[src/rtl/smu_bitstream_loader_if.sv]
// smu_bitstream_loader_if: host word valid/ready channel into the bitstream loader
interface smu_bitstream_loader_if #(parameter int WORD_W = 32);
  logic              s_valid;
  logic              s_ready;
  logic [WORD_W-1:0] s_data;
  modport master (output s_valid, s_data, input s_ready);
  modport slave  (input s_valid, s_data, output s_ready);
endinterface

[src/rtl/smu_bitstream_loader.sv]
// smu_bitstream_loader: checks a framed config load from the host and streams its payload LSB-first to the SMU
module smu_bitstream_loader #(
  parameter int          WORD_W   = 32,
  parameter int          CFG_SIZE = 120,
  parameter logic [15:0] MAGIC    = 16'hA5C3
) (
  input  logic                          clk,
  input  logic                          rst_n,
  smu_bitstream_loader_if.slave         s,
  input  logic                          Clear,
  output logic                          BitStreamSerialIn,
  output logic                          BitStreamValid,
  output logic                          LoadDone,
  output logic                          LoadErr,
  output logic [1:0]                    ErrCode
);
  localparam int NUM_WORDS = (CFG_SIZE + WORD_W - 1) / WORD_W;
  localparam int LAST_BITS = CFG_SIZE - (NUM_WORDS - 1) * WORD_W;
  localparam int WC_W      = $clog2(NUM_WORDS + 1);
  localparam int BC_W      = $clog2(WORD_W + 1);

  typedef enum logic [2:0] {IDLE, LOAD, SHIFT, CSUM, DONE, ERR} state_t;

  state_t            state_q, state_d;
  logic [WC_W-1:0]   wcnt_q, wcnt_d;
  logic [BC_W-1:0]   bcnt_q, bcnt_d;
  logic [WORD_W-1:0] sh_q, sh_d;
  logic [WORD_W-1:0] acc_q, acc_d;
  logic              ready_q, ready_d;
  logic              bsv_q, bsv_d;
  logic              bsi_q, bsi_d;
  logic              done_q, done_d;
  logic              err_q, err_d;
  logic [1:0]        code_q, code_d;
  logic              xfer, last;
  logic [BC_W-1:0]   nbits;

  assign s.s_ready         = ready_q;
  assign BitStreamValid    = bsv_q;
  assign BitStreamSerialIn = bsi_q;
  assign LoadDone          = done_q;
  assign LoadErr           = err_q;
  assign ErrCode           = code_q;

  assign xfer  = s.s_valid && ready_q;
  assign last  = wcnt_q == WC_W'(NUM_WORDS);
  assign nbits = last ? BC_W'(LAST_BITS) : BC_W'(WORD_W);

  // Next-state, datapath and registered-output values; the first payload bit is emitted on the load edge
  always_comb begin
    state_d = state_q;
    wcnt_d  = wcnt_q;
    bcnt_d  = bcnt_q;
    sh_d    = sh_q;
    acc_d   = acc_q;
    code_d  = code_q;
    bsv_d   = 1'b0;
    bsi_d   = 1'b0;
    if (Clear) begin
      state_d = IDLE;
      wcnt_d  = '0;
      bcnt_d  = '0;
      acc_d   = '0;
      code_d  = 2'b00;
    end else begin
      case (state_q)
        IDLE: if (xfer) begin
          state_d = (s.s_data[WORD_W-1 -: 16] == MAGIC && s.s_data[15:0] == 16'(NUM_WORDS)) ? LOAD : ERR;
          code_d  = (state_d == ERR) ? 2'b01 : 2'b00;
          wcnt_d  = '0;
          acc_d   = '0;
        end
        LOAD: if (xfer) begin
          state_d = SHIFT;
          sh_d    = s.s_data >> 1;
          bsi_d   = s.s_data[0];
          bsv_d   = 1'b1;
          bcnt_d  = BC_W'(1);
          acc_d   = acc_q ^ s.s_data;
          wcnt_d  = wcnt_q + WC_W'(1);
        end
        SHIFT: if (bcnt_q == nbits) begin
          state_d = last ? CSUM : LOAD;
        end else begin
          bsv_d  = 1'b1;
          bsi_d  = sh_q[0];
          sh_d   = sh_q >> 1;
          bcnt_d = bcnt_q + BC_W'(1);
        end
        CSUM: if (xfer) begin
          state_d = (s.s_data == acc_q) ? DONE : ERR;
          code_d  = (s.s_data == acc_q) ? 2'b00 : 2'b10;
        end
        default: state_d = state_q;
      endcase
    end
    ready_d = state_d inside {IDLE, LOAD, CSUM};
    done_d  = state_d == DONE;
    err_d   = state_d == ERR;
  end

  // State, counters and registered outputs
  always_ff @(posedge clk or negedge rst_n) begin
    if (!rst_n) begin
      state_q <= IDLE;
      wcnt_q  <= '0;
      bcnt_q  <= '0;
      sh_q    <= '0;
      acc_q   <= '0;
      ready_q <= 1'b0;
      bsv_q   <= 1'b0;
      bsi_q   <= 1'b0;
      done_q  <= 1'b0;
      err_q   <= 1'b0;
      code_q  <= 2'b00;
    end else begin
      state_q <= state_d;
      wcnt_q  <= wcnt_d;
      bcnt_q  <= bcnt_d;
      sh_q    <= sh_d;
      acc_q   <= acc_d;
      ready_q <= ready_d;
      bsv_q   <= bsv_d;
      bsi_q   <= bsi_d;
      done_q  <= done_d;
      err_q   <= err_d;
      code_q  <= code_d;
    end
  end
endmodule
[src/flat_wrapper.sv]
// flat-port wrapper written by rule: the top's interface ports become plain ports
module smu_bitstream_loader_flat 
#(
  parameter int          WORD_W   = 32,
  parameter int          CFG_SIZE = 120,
  parameter logic [15:0] MAGIC    = 16'hA5C3
)
  (clk, rst_n, Clear, BitStreamSerialIn, BitStreamValid, LoadDone, LoadErr, ErrCode, s_s_valid, s_s_data, s_s_ready);
  smu_bitstream_loader_if #(.WORD_W(WORD_W)) s_i ();
  input  logic clk;
  input  logic rst_n;
  input  logic Clear;
  output logic BitStreamSerialIn;
  output logic BitStreamValid;
  output logic LoadDone;
  output logic LoadErr;
  output logic [1:0] ErrCode;
  input wire logic [$bits(s_i.s_valid)-1:0] s_s_valid;
  input wire logic [$bits(s_i.s_data)-1:0] s_s_data;
  output wire logic [$bits(s_i.s_ready)-1:0] s_s_ready;
  assign s_i.s_valid = s_s_valid;
  assign s_i.s_data = s_s_data;
  assign s_s_ready = s_i.s_ready;
  smu_bitstream_loader #(.WORD_W(WORD_W), .CFG_SIZE(CFG_SIZE), .MAGIC(MAGIC)) u_core (.clk(clk), .rst_n(rst_n), .s(s_i), .Clear(Clear), .BitStreamSerialIn(BitStreamSerialIn), .BitStreamValid(BitStreamValid), .LoadDone(LoadDone), .LoadErr(LoadErr), .ErrCode(ErrCode));
endmodule
[config.mk]
export PLATFORM = sky130hd
export DESIGN_NAME = smu_bitstream_loader_flat
export DESIGN_NICKNAME = d
export VERILOG_FILES = /design/src/rtl/smu_bitstream_loader_if.sv /design/src/rtl/smu_bitstream_loader.sv /design/src/flat_wrapper.sv
export SDC_FILE = /design/constraint.sdc
export NUM_CORES = 1
export LEC_CHECK = 0
export BUFFER_PORTS_ARGS = -buffer_cell sky130_fd_sc_hd__buf_2
export CORE_UTILIZATION = 59
export DETAILED_ROUTE_END_ITERATION = 6
export PLACE_DENSITY_LB_ADDON = 0.3
export SYNTH_ARGS = -nofsm -noshare
export SYNTH_HDL_FRONTEND = slang
export SYNTH_SLANG_ARGS = --single-unit
[constraint.sdc]
create_clock -name clk -period 2.7 [get_ports clk]
set_input_delay 0.27 -clock clk [delete_from_list [all_inputs] [get_ports clk]]
set_output_delay 0.27 -clock clk [all_outputs]
set_load 0.05 [all_outputs]
==> metrics.md <==
| Metric | Value |
|---|---|
| Result of the run | `complete, no violations` |
| Launch point of the worst path | `u_core.state_q[2]$_DFF_PN0_` |
| Final worst path period share | `79.5%` |
| Cell type of the slowest stage on the worst timing path | `sky130_fd_sc_hd__dfrtp_1` |
| Antenna violations before repair | `0` |
| Sequential element share of the synthesized area | `46.2%` |
| Number of design-rule violations left by the first detailed-router iteration | `293` |
| Critical Path End | `u_core.sh_q[11]$_DFFE_PN0P_` |
| Number of buffers added by the clock tree synthesis step | `9` |
| Post-CTS clock slew at the launch and capture registers of the worst setup and hold paths | `0.08 ns` |
| Maximum capacitance violations | `0` |
| Post-place setup slack | `0.610 ns` |
| Resize count post-CTS | `0` |
| Vertical die dimension | `88.7 um` |
| Total of hold buffers inserted after clock tree synthesis | `0` |
| Number of nets with antenna violations after routing | `0` |
| Synth unique cells | `48` |
| Routed WL | `10,500 um` |
| Unrepaired setup endpoints after global routing | `no` |
| Cell chain of the critical path | `nor2_1, nand2_1, buf_4, a21o_2, a21oi_4, buf_12, mux2_2` |
| Pwr Density | `809 mW/mm^2` |
| Io pins | `43` |
| Start of the worst register-to-register path | `u_core.state_q[2]$_DFF_PN0_` |
| Setup Total Neg Slack | `0 ns` |
| Maximum clock path buffer count | `2` |
| Initial Utilization | `61.2%` |
| Critical Path Sink Type | `flip-flop` |
| Pin slew with the least headroom to its limit | `1.04 ns` |
| Post-synth ARST share | `100%` |
| Via density | `5.86` |
| Classification of the worst setup path | `flip-flop to flip-flop` |
| Number of warnings issued by yosys | `0` |
| Count of antenna diodes in the layout | `0` |
| Post-synthesis compound-gate area fraction | `13.1%` |
| H-tree levels | `3` |
| Design internal power | `2.65 mW` |
| Synth Cell Area | `0.00444 mm^2` |
| Crit path required time | `2.93 ns` |
| Horiz. Die Dim | `88.7 um` |
| Global-route usage over all layers | `29.2%` |
| Number of global-route vias before repair | `3,552` |
| I/O Buffers | `42` |
| Relative contribution of sequential cells to total power | `44.4%` |
| Gate count of the mapped netlist | `494` |
| FMAX | `0.466 GHz` |
| Routed len/inst | `16.5 um` |
| Path class of the lowest-slack min-delay path | `input port to asynchronous set/reset pin` |
| Proportion of power drawn by the clock network | `25.4%` |
| Slew headroom | `30.8%` |
| Area added between synthesis and finish | `12.2%` |
| Setup Viol. Count Final | `0` |
| Crit path launch type | `flip-flop` |
| Via count | `3,741` |
| Commonest non-fill, non-tap cell in the layout | `sky130_fd_sc_hd__nand2_1` |
| Largest family of logic cells by synthesized area | `simple AND/OR/NAND/NOR gates` |
| Register bit total from synthesis | `82` |
| Signal arrival time at the worst endpoint | `2.38 ns` |
| Final weighted congestion in routability-driven placement | `0.861` |
| Synthesized area divided by synthesized cell count | `8.98 um^2` |
| VDD IR-drop max | `0.000420 V` |
| TritonCTS clock tree | `yes` |
| Synthesized net count | `534` |
| R2r endpoint | `u_core.sh_q[11]$_DFFE_PN0P_` |
| Global-route congestion overflow total | `0` |
| Net switching power of the design | `1.38 mW` |
| Std-Cell Rows | `31` |
| Number of clock sinks seen by CTS | `82` |
| Leading cell types in the layout, fill and taps excluded | `sky130_fd_sc_hd__nand2_1, sky130_fd_sc_hd__dfrtp_1, sky130_fd_sc_hd__o21ai_0` |
| Depth of the most critical reg-to-reg path | `7` |
| Maximum number of pins on one net before global-route repair | `83` |
| Portion of netlist area occupied by mux cells | `8.80%` |
| Xor/xnor share of the synthesized area | `6.71%` |
| Count of endpoints failing hold in the final timing report | `0` |
| Number of enable-type register cells in the synthesized netlist | `0` |
| Global-route wire length before repair | `17,300 um` |
| Clk_skew | `0.00862 ns` |
| Final critical path time including I/O delays and setup | `2.15 ns` |
| Nets | `574` |
| Combinational power share | `30.2%` |
| Most frequently used flop master after synthesis | `sky130_fd_sc_hd__dfrtp_1` |
| Share of cells above drive strength 1 | `19.1%` |
| Delay contributed by the slowest stage of the critical path | `0.50 ns` |
| Source-to-sink clock delay at the later pin of the worst-skew pair | `0.35 ns` |
| HPWL after detailed placement | `7100 um` |
| Setup slack on the worst flop-to-flop path | `0.55 ns` |
| Worst-case setup margin in the final layout | `0.553 ns` |
| Max Fanout on Critical Path | `32` |
| Root buf cell | `sky130_fd_sc_hd__clkbuf_8` |
| Standard cell core area | `0.00725 mm^2` |
| TritonRoute pass-1 iters | `5` |
| Static leakage power | `2.32 nW` |
| Number of buffers inserted to repair setup after CTS | `0` |
| Switching power as a share of total power | `34.1%` |
| Adder-cell share of the synthesized area | `1.13%` |
| DRC viols | `0` |
| Post-synthesis share of cell area spent on and, or, nand and nor gates | `20.8%` |
| Pins over their slew limit | `0` |
| Area of the die | `0.00787 mm^2` |
layout make-up:
| type | instances | area [um^2] |
|---|---|---|
| clock buffers | 12 | 155 |
| clock inverters | 4 | 73.8 |
| fillers | 584 | 2270 |
| repair buffers | 51 | 293 |
| well taps | 99 | 124 |
| inverters | 9 | 33.8 |
| flip-flops and latches | 82 | 2050 |
| multi-input cells | 381 | 2250 |
flip-flops by register name, summed over array words and instances (netlist names), 2 cells and up:
signal	count
u_core.wcnt_q	3
u_core.state_q	3
u_core.sh_q	31
u_core.acc_q	32
u_core.bcnt_q	6
u_core.ErrCode	2
worst max-delay path: cells and delay by family (launching register included):
family,cells,cell delay (ns)
buffers and inverters,2,0.45
AO/OA/AOI/OAI,2,0.40
AND/OR/NAND/NOR,2,0.30
flip-flops,1,0.50
multiplexers,1,0.36
worst min path at each step:
| stage | startpoint | to | slack (ns) | cells past startpoint |
|---|---|---|---|---|
| floorplan | rst_n | u_core.BitStreamSerialIn$_DFF_PN0_ | -0.03 | 0 |
| global placement | u_core.sh_q[18]$_DFFE_PN0P_ | u_core.sh_q[18]$_DFFE_PN0P_ | 0.47 | 1 |
| detailed placement | u_core.acc_q[20]$_DFFE_PN0P_ | u_core.acc_q[20]$_DFFE_PN0P_ | 0.48 | 1 |
| CTS | rst_n | u_core.ErrCode[1]$_DFFE_PN0P_ | 0.14 | 1 |
| global route | rst_n | u_core.acc_q[17]$_DFFE_PN0P_ | 0.19 | 1 |
| finish | rst_n | u_core.ErrCode[1]$_DFFE_PN0P_ | 0.07 | 1 |
cell usage after synthesis (5+ instances only):
cell / number / area (um^2)
sky130_fd_sc_hd__nand4_1: 5 / 31.3
sky130_fd_sc_hd__o21ai_0: 60 / 300
sky130_fd_sc_hd__xor2_1: 33 / 289
sky130_fd_sc_hd__inv_1: 9 / 33.8
sky130_fd_sc_hd__o21ai_1: 8 / 40.0
sky130_fd_sc_hd__nor4_1: 11 / 68.8
sky130_fd_sc_hd__dfrtp_1: 82 / 2050
sky130_fd_sc_hd__clkbuf_1: 14 / 52.6
sky130_fd_sc_hd__a21oi_1: 8 / 40.0
sky130_fd_sc_hd__nand2_1: 131 / 492
sky130_fd_sc_hd__nand3b_1: 5 / 37.5
sky130_fd_sc_hd__mux2_2: 29 / 327
sky130_fd_sc_hd__nor2_1: 35 / 131
sky130_fd_sc_hd__nor3_1: 6 / 30.0
logic make-up after synthesis:
group,count (synthesis)
and+or+nand+nor,210
muxes,34
buffers and inverters,31
AOI/OAI and AO/OA,99
xor gates and xnor gates,34
adders and majority gates,4
DFF,82
power by group through the flow:
stage | Clock (mW) | Combinational [mW] | Sequential [mW]
2_1_floorplan | 0 | 0.825 | 1.82
3_3_place_gp | 0 | 1.16 | 1.78
3_5_place_dp | 0 | 1.21 | 1.80
4_1_cts | 1.03 | 1.21 | 1.78
5_1_grt | 1.08 | 1.34 | 1.83
6_report | 1.02 | 1.22 | 1.79
layer usage:
metal | vias to the layer above | track usage [%] | part of all wire (%)
met5 | - | 0 | 0
met4 | 0 | 12.2 | 2.4
met3 | 18 | 3.92 | 5.3
met2 | 132 | 47.1 | 48
met1 | 1822 | 40.0 | 44
li1 | 1769 | - | -
stage by stage:
step	utilization, %	std cells	total power [mW]	hold WS [ns]	cell area [um^2]
floorplan	-	494	2.64	-0.0256	4440
global placement	65.5	622	2.94	0.468	4750
detailed placement	65.5	622	3.00	0.482	4750
CTS	68.7	638	4.02	0.138	4980
global route	68.7	638	4.25	0.187	4980
finish	68.7	638	4.03	0.0739	4980
Power figures use the tool's default switching activity.
